[src/rtl/enc32to5_req.sv]
// Sequential 32-to-5 request encoder: latches request strobes and presents
// pending sources one at a time, lowest index first, over a valid/ack handshake.
module enc32to5_req #(
    parameter int unsigned N_REQ = 32,
    parameter int unsigned ADR_W = 5
) (
    input  logic             clk,
    input  logic             rst_n,
    input  logic [N_REQ-1:0] req,
    input  logic [N_REQ-1:0] mask,
    input  logic             clr,
    input  logic             ack,
    output logic [ADR_W-1:0] adr,
    output logic             valid,
    output logic [N_REQ-1:0] pending,
    output logic [ADR_W:0]   count,
    output logic             ovf
);

    typedef enum logic [0:0] {StIdle, StPresent} state_e;

    state_e           state_q;
    logic [N_REQ-1:0] served;
    logic [N_REQ-1:0] pending_d;
    logic [N_REQ-1:0] cand;
    logic             cand_any;
    logic [ADR_W-1:0] sel;
    logic [ADR_W:0]   count_d;
    logic             ovf_d;

    function automatic logic [ADR_W:0] popcount(input logic [N_REQ-1:0] v);
        logic [ADR_W:0] acc;
        acc = '0;
        for (int i = 0; i < N_REQ; i++) begin
            acc = acc + (ADR_W+1)'(v[i]);
        end
        return acc;
    endfunction

    // Scan from the top so the lowest set bit is the last one written.
    function automatic logic [ADR_W-1:0] lowest_set(input logic [N_REQ-1:0] v);
        logic [ADR_W-1:0] idx;
        idx = '0;
        for (int i = N_REQ - 1; i >= 0; i--) begin
            if (v[i]) begin
                idx = ADR_W'(i);
            end
        end
        return idx;
    endfunction

    always_comb begin
        served = '0;
        if (valid && ack) begin
            served = N_REQ'(1) << adr;
        end

        // A request on the bit being served re-arms it rather than overflowing.
        if (clr) begin
            pending_d = '0;
            ovf_d     = 1'b0;
        end else begin
            pending_d = (pending & ~served) | req;
            ovf_d     = |(req & pending & ~served);
        end

        // Candidates come from the registered vector, so same-cycle requests wait a cycle.
        cand     = pending & mask & ~served;
        cand_any = |cand;
        sel      = lowest_set(cand);
        count_d  = popcount(pending_d);
    end

    always_ff @(posedge clk or negedge rst_n) begin
        if (!rst_n) begin
            state_q <= StIdle;
            adr     <= '0;
            valid   <= 1'b0;
            pending <= '0;
            count   <= '0;
            ovf     <= 1'b0;
        end else begin
            pending <= pending_d;
            count   <= count_d;
            ovf     <= ovf_d;
            if (clr) begin
                valid   <= 1'b0;
                state_q <= StIdle;
            end else begin
                case (state_q)
                    StIdle: begin
                        if (cand_any) begin
                            adr     <= sel;
                            valid   <= 1'b1;
                            state_q <= StPresent;
                        end
                    end
                    StPresent: begin
                        // Presented index is frozen until the consumer takes it.
                        if (ack) begin
                            if (cand_any) begin
                                adr <= sel;
                            end else begin
                                valid   <= 1'b0;
                                state_q <= StIdle;
                            end
                        end
                    end
                    default: begin
                        valid   <= 1'b0;
                        state_q <= StIdle;
                    end
                endcase
            end
        end
    end

endmodule

[config.mk]
export PLATFORM = sky130hd
export DESIGN_NAME = enc32to5_req
export DESIGN_NICKNAME = d
export VERILOG_FILES = /design/src/rtl/enc32to5_req.sv
export SDC_FILE = /design/constraint.sdc
export NUM_CORES = 1
export LEC_CHECK = 0
export ABC_CLOCK_PERIOD_IN_PS = 15250
export CAP_MARGIN = 20
export CORE_UTILIZATION = 51
export CTS_BUF_LIST = sky130_fd_sc_hd__clkbuf_4 sky130_fd_sc_hd__clkbuf_8 sky130_fd_sc_hd__clkbuf_16
export CTS_CLUSTER_SIZE = 20
export DETAILED_ROUTE_END_ITERATION = 16
export HOLD_SLACK_MARGIN = 0.15
export PLACE_DENSITY = 0.9
export SYNTH_ARGS = -nofsm -noshare
export SYNTH_HDL_FRONTEND = slang
export SYNTH_SLANG_ARGS = --single-unit
export TNS_END_PERCENT = 50
[constraint.sdc]
create_clock -name clk -period 15.25 [get_ports clk]
set_input_delay 3.05 -clock clk [delete_from_list [all_inputs] [get_ports clk]]
set_output_delay 3.05 -clock clk [all_outputs]
set_load 0.005 [all_outputs]
==> out/summary.txt, run 1 <==
Worst EP arrival = 9.10 ns
Psw = 253 uW
pin count of the biggest net entering global routing = 47
cell depth of the worst min-delay path = 2
Final Critical Period = 8.91 ns
Mean Syn Cell Area = 9.35 sq um
crit path cell chain = clkdlybuf4s50_1 > nand4b_1 > o21a_1 > nor2_1 > nor2_1 > fa_1 > inv_1 > fa_1 > inv_1 > fa_1 > inv_1 > fa_1 > fa_1 > inv_1 > fa_1 > ha_1 > inv_1 > fa_1 > inv_1 > a21o_1 > a21oi_1 > xnor2_1
Synth Register Bits = 46
IO Count = 113
Overall Power = 614 uW
Overflow after GRT = 0
reg2reg path depth = 21
Port-buffer cells = 112
fin cells = 586
Post-synth EDFFs = 0
Worst Path Buf+Inv = 7
CTS Buf Count = 5
FMAX = 0.112 GHz
Die ar. = 7360 sq um
vias in the first global route = 3433
MaxCap Viol Count = 0
crit path kind = in2reg
syn nets = 482
most frequent cells in the layout = 111 x clkdlybuf4s50_1, 47 x nor2_1, 46 x inv_1, 46 x dfrtp_1, 30 x o21a_1
Clock Pin Slew Worst Setup and Hold Paths = 0.08 ns
Syn Inst Count = 383
ys flop type = dfrtp_1
R2R Setup Slk = 9.16 ns
final hold viol count = 0
layout cell share with drive strength beyond 1 = 6.94%
Final ANT Viol Nets = 0
fin crit share = 58.4%
Syn-to-layout area delta = 35.4%
ant diodes = 0
Hold Path Origin = state_q
Critical Path Fanout Max = 17
Final setup viols = 0
CTS Hold Bufs = 0
gr usage total = 32.1%
most common cell after layout, fill and taps aside = clkdlybuf4s50_1
Setup Fix Bufs, Post-CTS = 0
die span in y = 85.8 um
H-tree depth = 2
DRC violations left = 0
Peak VDD IR = 244 uV
P per Cell Area = 127 nW/um^2
initial core utilization = 52.7%
DR vias/cell = 6.19
CP max-delay cell = nand4b_1
Worst Setup End Kind = flip-flop
hpwl dp = 9.12 mm
Netlist Area Pre-Place = 3580 sq um
# nets final = 589
Total Wirelength = 11.4 mm
fin. max-slew vios = 0
Filler Cell Count = 519
max_slew headroom = 53.3%
initial antenna violation count = 0
GP Congestion = 0.948
Clock Skew = 0.00952 ns
clk_lat worst skew = 0.30 ns
library cells used by synthesis = 55
Hold WS = 0.597 ns
Comb pwr share = 62.5%
Reg power frac = 25.7%
HP Class = reg2reg
crit path launch type = input port
YS warnings = 0
core footprint = 6790 sq um
outcome = finished, final reports clean
CTS tree = yes
Seq/Total Area, Yosys = 32.1%
Clk pwr share = 11.9%
clk buf depth = 2
worst endpoint required time = 15.44 ns
placed cell count = 578
sw frac = 41.2%
clock sinks = 46
Root Driver = clkbuf_8
global-route wire length before repair = 17.8 mm
largest delay contributor family on the critical path = adder cells
Hold EP = valid
row cnt = 30
iteration-0 DRC count of the detailed router = 295
Worst R2R End = count[4]
Resize count post-CTS = 0
First-pass DRT Iterations = 5
internal power = 361 uW
Total Negative Setup Slacks = 0 ns
width of the die = 85.8 um
RSZ-0062 raised after global routing = no
largest stage delay on the critical path = 0.59 ns
worst slew pin tran = 0.696 ns
via count = 3626
leakage power = 2.16 nW
wire per inst = 19.5 um
ys async rst share = 100%
RR Startpoint = adr[3]
most used cell, CP = fa_1
[cells in the mapped netlist, drive strengths merged (3+ instances only)]
cell | number | area [sq um]
o211ai | 25 | 193
xnor2 | 3 | 26.3
o211a | 8 | 87.6
nor3 | 4 | 20.0
clkbuf | 7 | 26.3
dfrtp | 46 | 1150
ha | 7 | 87.6
a22o | 3 | 26.3
fa | 24 | 480
a21o | 3 | 22.5
o21ai | 11 | 55.1
nand3 | 6 | 30.0
o21a | 30 | 225
or2 | 16 | 100
buf | 7 | 47.5
nand3b | 3 | 22.5
o2111ai | 4 | 35.0
nand2 | 13 | 48.8
a21oi | 17 | 85.1
a22oi | 5 | 37.5
inv | 46 | 173
nor2 | 48 | 183
nand4 | 7 | 50.1
or3b | 3 | 26.3
[tightest hold or removal path, delay by kind of cell (launching register included)]
kind / cells / cell delay, ns
AOI/OAI and AO/OA: 2 / 0.19
DFF: 1 / 0.37
[state kept, by name (all words and copies together) (netlist names)]
name	flops
adr	5
count	6
ovf	1
pending	32
state_q	1
valid	1
[stage by stage]
stage / util (%) / setup WS, ns / area, sq um
final: 71.4 / 6.34 / 4850
after global routing: 71.4 / 6.01 / 4850
after CTS: 71.1 / 6.41 / 4830
after detailed placement: 69.9 / 6.13 / 4750
after global placement: 69.9 / 6.20 / 4750
after floorplan: - / 7.09 / 3580
[power groups by stage]
stage                     registers [mW]  logic [mW]  clock network (mW)
after floorplan                    0.156       0.259                   0
after detailed placement           0.160       0.375                   0
after CTS                          0.157       0.382              0.0727
after global placement             0.159       0.364                   0
final                              0.158       0.383              0.0729
after global routing               0.159       0.432              0.0783
[logic make-up after synthesis]
kind of cell | share of synthesized area, %
AO/OA/AOI/OAI | 25.7
XOR/XNOR | 0.734
adder cells (fa/ha/maj) | 15.9
buffers and inverters | 6.88
flip-flops | 32.1
multiplexers | 0.629
AND/OR/NAND/NOR | 18.0
[area by class of cell]
class	count	area (sq um)	area share, %
Multi-Input combinational cell	277	2180	45.0
Sequential cell	46	1150	23.7
Timing Repair Buffer	114	1140	23.6
Inverter	46	173	3.56
Tap cell	96	120	2.48
Clock buffer	5	68.8	1.42
Clock inverter	2	10.0	0.206
[layer usage]
layer / track usage, % / wire [um]
met1: 44.1 / 4580
met2: 50.2 / 5160
met3: 6.45 / 1290
met4: 12.9 / 413
met5: 0 / 0
[worst max-delay path by stage]
| stage | slack (ns) | start | to | cells past startpoint |
|---|---|---|---|---|
| 2_1_floorplan | 7.09 | ack | count[4] | 21 |
| 3_3_place_gp | 6.20 | ack | count[4] | 22 |
| 3_5_place_dp | 6.13 | ack | count[4] | 22 |
| 4_1_cts | 6.41 | ack | count[4] | 22 |
| 5_1_grt | 6.01 | ack | count[4] | 22 |
| 6_report | 6.34 | ack | count[4] | 22 |
Power figures use the tool's default switching activity.
==> inputs of run 2 (changes only) <==
--- a/config.mk
+++ b/config.mk
@@ -5,14 +5,14 @@
 export SDC_FILE = /design/constraint.sdc
 export NUM_CORES = 1
 export LEC_CHECK = 0
-export ABC_CLOCK_PERIOD_IN_PS = 15250
+export ABC_CLOCK_PERIOD_IN_PS = 8600
 export CAP_MARGIN = 20
-export CORE_UTILIZATION = 51
+export CORE_UTILIZATION = 48
 export CTS_BUF_LIST = sky130_fd_sc_hd__clkbuf_4 sky130_fd_sc_hd__clkbuf_8 sky130_fd_sc_hd__clkbuf_16
 export CTS_CLUSTER_SIZE = 20
 export DETAILED_ROUTE_END_ITERATION = 16
 export HOLD_SLACK_MARGIN = 0.15
-export PLACE_DENSITY = 0.9
+export PLACE_DENSITY = 0.85
 export SYNTH_ARGS = -nofsm -noshare
 export SYNTH_HDL_FRONTEND = slang
 export SYNTH_SLANG_ARGS = --single-unit
==> constraint.sdc (replaced) <==
create_clock -name clk -period 8.6 [get_ports clk]
set_input_delay 1.72 -clock clk [delete_from_list [all_inputs] [get_ports clk]]
set_output_delay 1.72 -clock clk [all_outputs]
set_load 0.005 [all_outputs]
==> run 2 against run 1 <==
- the flow now finishes with violations (DRC)
- clock power rose by 140%
- design area rose by 1.1%
- cell count rose by 1.0%
- critical path depth fell by 3
- sequential share of layout area fell by 0.26 points
- register-to-register slack got worse by 6.6 ns
- worst setup slack got worse by 5.2 ns
- count of clock-buffer cells in the layout rose by 1
- sequential power rose by 78%
- routed wire length rose by 9.2%
- non-clock buffer count rose by 2
==> out/summary.txt, run 2 (synthesis gave the netlist of run 1 again) <==
global routing usage on met2 = 51.3% (+1.1 points)
Hold WS = 0.613 ns (+0.0154 ns)
Peak VDD IR = 407 uV (+67%)
crit path launch type = input port
Overflow after GRT = 0 (unchanged)
gr usage total = 33.6% (+1.5 points)
Die ar. = 7810 sq um (+6.1%)
CTS Hold Bufs = 0 (unchanged)
max_slew headroom = 47.0% (-6.3 points)
MaxCap Viol Count = 0 (unchanged)
Syn-to-layout area delta = 36.9%
DR vias/cell = 5.98 (-3.3%)
CTS Buf Count = 5 (unchanged)
CTS tree = yes
Final setup viols = 0 (unchanged)
initial antenna violation count = 0 (unchanged)
Resize count post-CTS = 0 (unchanged)
Final Critical Period = 7.51 ns
HP Class = reg2reg
via count = 3542 (-2.3%)
IO Count = 113 (unchanged)
Regs by FF count = pending: 32 flops, count: 6 flops, adr: 5 flops
clock sinks = 46 (unchanged)
hpwl dp = 9.92 mm (+8.8%)
Total Wirelength = 12.5 mm (+9.2%)
clk_lat worst skew = 0.30 ns (about the same)
crit path kind = in2reg
row cnt = 31 (+3.3%)
GRT Max-Usage Layer = met2
Clock Pin Slew Worst Setup and Hold Paths = 0.10 ns (+0.02 ns)
failing checks = DRC
width of the die = 88.4 um (+3.0%)
Total Negative Setup Slacks = 0 ns (unchanged)
iteration-0 DRC count of the detailed router = 314 (+6.4%)
fin. max-slew vios = 0 (unchanged)
Final ANT Viol Nets = 0 (unchanged)
Filler Cell Count = 610 (+18%)
die span in y = 88.4 um (+3.0%)
initial core utilization = 49.6% (-3.1 points)
GP Congestion = 0.932 (-1.7%)
Clock Skew = 0.00555 ns (-0.00397 ns)
max reg flops = 32 (unchanged)
layout cell share with drive strength beyond 1 = 7.51% (+0.57 points)
P per Cell Area = 234 nW/um^2 (+85%)
largest stage delay on the critical path = 0.57 ns (-0.02 ns)
worst endpoint required time = 8.80 ns (-6.64 ns)
H-tree depth = 2 (unchanged)
crit path cell chain = clkdlybuf4s50_1 > nand4b_1 > o21ai_0 > a21oi_1 > fa_1 > fa_1 > inv_1 > fa_1 > fa_1 > fa_1 > inv_1 > fa_1 > ha_1 > inv_1 > fa_1 > inv_1 > a21o_1 > a21oi_1 > xnor2_1
outcome = finished with violations
FMAX = 0.133 GHz
CP max-delay cell = clkdlybuf4s50_1
First-pass DRT Iterations = 11 (+6)
Overall Power = 1.15 mW (+87%)
core footprint = 7210 sq um (+6.2%)
Root Driver = clkbuf_8
Setup Fix Bufs, Post-CTS = 0 (unchanged)
pin count of the biggest net entering global routing = 47 (unchanged)
vias in the first global route = 3509 (+2.2%)
leakage power = 2.18 nW (+0.90%)
final hold viol count = 0 (unchanged)
global-route wire length before repair = 19.0 mm (+6.9%)
RSZ-0062 raised after global routing = no
met3 Use GR = 4.29% (-2.2 points)
fin crit share = 87.3%
clk buf depth = 2 (unchanged)
most used cell, CP = fa_1
most frequent cells in the layout = 111 x clkdlybuf4s50_1, 47 x nor2_1, 46 x inv_1, 46 x dfrtp_1, 30 x o21a_1
ant diodes = 0 (unchanged)
most common cell after layout, fill and taps aside = clkdlybuf4s50_1
DRC violations left = 2 (+2)
wire per inst = 21.1 um (+8.1%)
# nets final = 591 (+0.34%)
largest reg by FF count = pending
Critical Path Fanout Max = 16 (-1)
GR Layer Usage met1 = 47.7% (+3.6 points)
Worst Setup End Kind = flip-flop
Worst EP arrival = 7.70 ns (-1.40 ns)
worst slew pin tran = 0.793 ns (+0.0963 ns)
Port-buffer cells = 112 (unchanged)
-- run 2: power by group --
| group | total, mW | internal (mW) | switching (mW) |
|---|---|---|---|
| clock | 0.172 | 0.0901 | 0.0816 |
| combinational | 0.694 | 0.337 | 0.357 |
| sequential | 0.281 | 0.255 | 0.0263 |
| total | 1.15 | 0.681 | 0.465 |
-- run 2: worst paths after layout --
kind                         start    endpoint  slack (ns)  cells past startpoint
setup / recovery               ack    count[4]        1.09                     19
hold reg to reg            state_q     state_q        0.61                      2
hold / removal             state_q     state_q        0.61                      2
min in group asynchronous    rst_n    count[5]        1.24                      1
max in group asynchronous    rst_n  pending[5]        6.88                      2
setup reg to reg            adr[4]    count[4]        2.52                     18
-- run 2: critical path, delay by kind of cell --
kind | cells | cell delay, ns
adder cells (fa/ha/maj) | 8 | 3.54
AO/OA/AOI/OAI | 4 | 0.93
AND/OR/NAND/NOR | 1 | 0.56
buffers and inverters | 5 | 0.82
XOR/XNOR | 1 | 0.12
-- run 2: area by class of cell --
cell class	count	area [sq um]	share of cell area [%]
Multi-Input combinational cell	277	2180	44.5
Timing Repair Buffer	116	1160	23.6
Sequential cell	46	1150	23.5
Inverter	46	173	3.52
Tap cell	99	124	2.53
Clock buffer	6	76.3	1.56
Clock inverter	2	37.5	0.766
-- run 2: layer usage --
metal / vias to the layer above / part of all wire (%)
met5: - / 0
met1: 1705 / 42
met3: 40 / 8.1
li1: 1584 / -
met4: 0 / 4.1
met2: 213 / 46
-- run 2: metrics by stage --
step                std cells  util (%)  area (sq um)  worst slack, ns
global placement          583      66.1          4770             1.05
finish                    592      68.0          4900             1.09
detailed placement        583      66.1          4770            0.939
global route              592      68.0          4900            0.750
CTS                       591      67.7          4880             1.10
floorplan                 383         -          3580             1.77
==> RTL change 1: new RTL, flow settings as in run 2 <==
`ADR_W`: 5 -> 10.
--- a/src/rtl/enc32to5_req.sv
+++ b/src/rtl/enc32to5_req.sv
@@ -2,7 +2,7 @@
 // pending sources one at a time, lowest index first, over a valid/ack handshake.
 module enc32to5_req #(
     parameter int unsigned N_REQ = 32,
-    parameter int unsigned ADR_W = 5
+    parameter int unsigned ADR_W = 10
 ) (
     input  logic             clk,
     input  logic             rst_n,
Ports: changed (resized adr and count); port bits go from 113 to 123. No check against the original RTL was run, so the function may have changed too.
==> RTL change 1 against run 2 <==
Register-to-register slack got worse by 30 ps. Sequential share of layout area fell by 0.38 points. Design area rose by 1.7%. Worst setup slack improved by 44 ps. Global-route usage fell by 0.29 points. Critical path depth rose by 3. Core utilization fell by 0.33 points. Sequential cell count did not move. Synthesized cell count rose by 7.8%. Routed wire length rose by 2.6%. Area after synthesis rose by 3.4%. Total power fell by 3.4%. Critical endpoint unchanged. Highest routed layer unchanged.
==> RTL change 1: results <==
power_and_ir_drop:
  p_leak_nw: 2.18
  sw_frac_of_total: 0.404
  peakVddDrop_mv: 0.547
synthesis:
  synth_cell_types: 60
  yosys-top-cells-count: "nor2_1, dfrtp_1, a21oi_1"
  yosysSeqAreaShare: 0.311
detailed_routing:
  drt-wirelength-per-cell_um: 20.6
  avgViaCountPerCell: 6.04
  drtIter0Drc: 255
  drtPass1Iterations: 5
critical_path:
  slowest_delay_ps: 600
  worstPathMaxFanout: 15
  reg2regPathDepth: 21
  worstPathArrival_ps: 7670
  r2r-start: "adr[0]$_DFFE_PN0P_"
placed_design:
  placed_area_sq_um: 4860
  gp_congestion: 0.952
  detailed_place_hpwl_um: 10000
min_path:
  hold_path_startpoint: "state_q$_DFF_PN0_"
cells_and_area:
  drive_above_1_share: 0.0766
  fillers: 591
  nets: 620
timing:
  relSlewSlack: 0.497
  skew_ps: 6.43
global_routing:
  grt_pass1_vias: 3890
  grt_use_total: 0.333
  grt_pass1_wl_um: 20500
outcome:
  status: "finished, final reports clean"
RTL change 1: cell types whose count changed in the layout (fill, tap and decap cells not counted), sizes merged, moves of 13 or more:
| cell | run 2 | this run |
|---|---|---|
| a21boi | 0 | 30 |
| nand2 | 13 | 40 |
| o21a | 30 | 4 |
| a21oi | 17 | 42 |
| o211ai | 25 | 4 |
| nor2 | 48 | 63 |
| inv | 46 | 33 |
RTL change 1: cell families after synthesis:
group,synth area share
buf+inv,0.0710
flops,0.311
other cells,0.00101
compound gates,0.243
simple gates,0.213
fa+ha+maj,0.153
xor+xnor,0.00710
RTL change 1: routing by layer:
metal,global-route usage,vias to the layer above,wire (um)
met5,0,-,0
met4,0.157,0,551
met3,0.0821,47,1200
met2,0.549,270,6120
met1,0.409,1798,4930
li1,-,1633,-
RTL change 1: area by class of cell:
cell class	count	area, sq um	share of cell area
Sequential cell	46	1150	0.231
Multi-Input combinational cell	319	2320	0.466
Inverter	33	124	0.0248
Timing Repair Buffer	116	1160	0.232
Clock inverter	1	8.76	0.00176
Tap cell	99	124	0.0248
Clock buffer	7	96.3	0.0193
RTL change 1: stage by stage:
stage	cells	worst slack (ps)
5_1_grt	621	860
2_1_floorplan	422	1720
6_report	621	1140
3_5_place_dp	612	907
3_3_place_gp	612	1050
4_1_cts	620	1170
RTL change 1: worst paths after layout:
kind	endpoint	slack [ps]
setup / recovery	count[4]$_DFF_PN0_	1140
hold / removal	valid$_DFFE_PN0P_	610
setup reg to reg	count[4]$_DFF_PN0_	2490
hold reg to reg	valid$_DFFE_PN0P_	610
max in group asynchronous	pending[16]$_DFF_PN0_	6840
min in group asynchronous	pending[1]$_DFF_PN0_	1270
RTL change 1: power by group through the flow:
stage / logic [mW] / clock network [mW] / registers, mW
2_1_floorplan: 0.454 / 0 / 0.281
3_3_place_gp: 0.634 / 0 / 0.283
3_5_place_dp: 0.673 / 0 / 0.284
4_1_cts: 0.679 / 0.156 / 0.280
5_1_grt: 0.758 / 0.166 / 0.284
6_report: 0.671 / 0.156 / 0.280
RTL change 1: worst min-delay path: cells and delay by family, from the launching register on:
family | cells | cell delay [ps]
AOI/OAI and AO/OA | 2 | 190
DFF | 1 | 390
==> RTL change 2: new RTL, settings of run 2 <==
Made on the original files. Remove the register `count`: a continuous assignment takes its place, so the output `count` follows one clock earlier.
--- a/src/rtl/enc32to5_req.sv
+++ b/src/rtl/enc32to5_req.sv
@@ -77,11 +77,9 @@
             adr     <= '0;
             valid   <= 1'b0;
             pending <= '0;
-            count   <= '0;
             ovf     <= 1'b0;
         end else begin
             pending <= pending_d;
-            count   <= count_d;
             ovf     <= ovf_d;
             if (clr) begin
                 valid   <= 1'b0;
@@ -115,5 +113,7 @@
         end
     end
 
+    assign count = count_d;
+
 endmodule
 
Formal check against the unedited RTL: not equivalent (Yosys sat finds a counterexample within 4 cycles, from zero or initial values and one cycle with rst_n low).
==> RTL change 2 against run 2 <==
Register-to-register slack gained 3000 ps. Area after synthesis fell by 4.2%. Largest cell class unchanged. Worst setup slack lost 1000 ps. Routed wire length increased by 3.8%. Total power rose by 18%. Design area is 5.1% higher. Sequential share of layout area fell by 4.1 points. Critical endpoint is now count[5]. Sequential cell count decreased by 6.
==> RTL change 2: results <==
detailed_routing:
  totalWireLength_um: 13000
  drt-wirelength-per-cell_um: 20.7
  drtPass1Iterations: 5
  avgViaCountPerCell: 5.98
  drtIter0Drc: 375
cells_and_area:
  stdcell_area_sq_um: 5150
  drive_above_1_share: 0.184
  diodes: 0
  fillers: 532
  largestRegisters: "pending: 32 flops, adr: 5 flops"
clocking:
  cts_buffers: 5
  clk_latency_ps: 300
  clk_pin_slew_ps: 90
  cts_resized: 20
  cts-root-buf: "clkbuf_8"
  h-tree-depth: 2
  cts_setup_buffers: 5
  ctsLongestPathBuffers: 2
placed_design:
  portBuffers: 112
  gp_congestion: 0.947
  dp_slack_ps: -802
  placed_area_sq_um: 4910
  detailed_place_hpwl_um: 10400
  dpl.cell_count: 613
synthesis:
  yosys-top-cells-count: "nor2_1, inv_1, dfrtp_1"
  yosysSeqAreaShare: 0.292
  synth_warnings: 0
  syn_inst: 377
  synth_cell_types: 55
  synth_nets: 476
  yosys-top-cells-area: "dfrtp_1, fa_1, o21a_1"
global_routing:
  grt_max_degree: 41
  grtUsageMet2: 0.587
  grt_pass1_wl_um: 20000
  grt_pass1_vias: 3753
  gr-max-usage-layer: "met2"
  met3_usage: 0.0867
  grt_use_total: 0.365
  gr-usage-met1: 0.464
  antenna_found_initial: 0
critical_path:
  cp_top_family: "adder cells"
  worstPathMaxFanout: 2
  slowest_delay_ps: 540
  slowest_stage: "fa_1"
  worstPathArrival_ps: 6790
power_and_ir_drop:
  p_leak_nw: 2.34
  peakVddDrop_mv: 0.729
outcome:
  status: "finished, final reports clean"
timing:
  maxSlewViolCount: 0
  skew_ps: 5.99
  tightest_slew_ps: 927
min_path:
  hold_class: "reg -> reg"
RTL change 2: cell type report:
class | instances | area share
repair buffers | 161 | 0.287
clock buffers | 5 | 0.0133
clock inverters | 3 | 0.0175
well taps | 96 | 0.0233
multi-input cells | 277 | 0.432
flip-flops and latches | 40 | 0.194
inverters | 46 | 0.0335
RTL change 2: path summary, 6_finish.rpt:
kind                            cells past startpoint               start                    to  slack (ps)
worst max-delay path                               18             req[27]              count[5]          90
worst min-delay path                                2   state_q$_DFF_PN0_     state_q$_DFF_PN0_         610
worst max register to register                     10  adr[4]$_DFFE_PN0P_    adr[2]$_DFFE_PN0P_        5560
worst min register to register                      2   state_q$_DFF_PN0_     state_q$_DFF_PN0_         610
max in group asynchronous                           1               rst_n  pending[7]$_DFF_PN0_        6470
min in group asynchronous                           1               rst_n     state_q$_DFF_PN0_        1540
RTL change 2: routing by layer:
layer	share of wire	vias up	wire length, um
li1	-	1650	-
met5	0	-	0
met3	0.094	55	1220
met2	0.47	240	6050
met1	0.39	1809	5120
met4	0.045	0	583
RTL change 2: power breakdown:
part / switching [mW] / internal (mW) / leakage [nW] / total (mW)
clock: 0.0725 / 0.145 / 0.0784 / 0.218
sequential: 0.0241 / 0.204 / 0.497 / 0.228
combinational: 0.431 / 0.478 / 1.76 / 0.910
RTL change 2: cells by family after synthesis:
family / after synthesis / share of synthesized area
AOI/OAI and AO/OA: 124 / 0.268
and+or+nand+nor: 117 / 0.188
buffers and inverters: 60 / 0.0718
DFF: 40 / 0.292
adders and majority gates: 31 / 0.166
xor gates and xnor gates: 3 / 0.00766
muxes: 2 / 0.00656
RTL change 2: worst min-delay path, cell delays in order (launching register included):
cell and delay, ps:
dfrtp_1 410, nand2b_1 100, a21oi_1 70
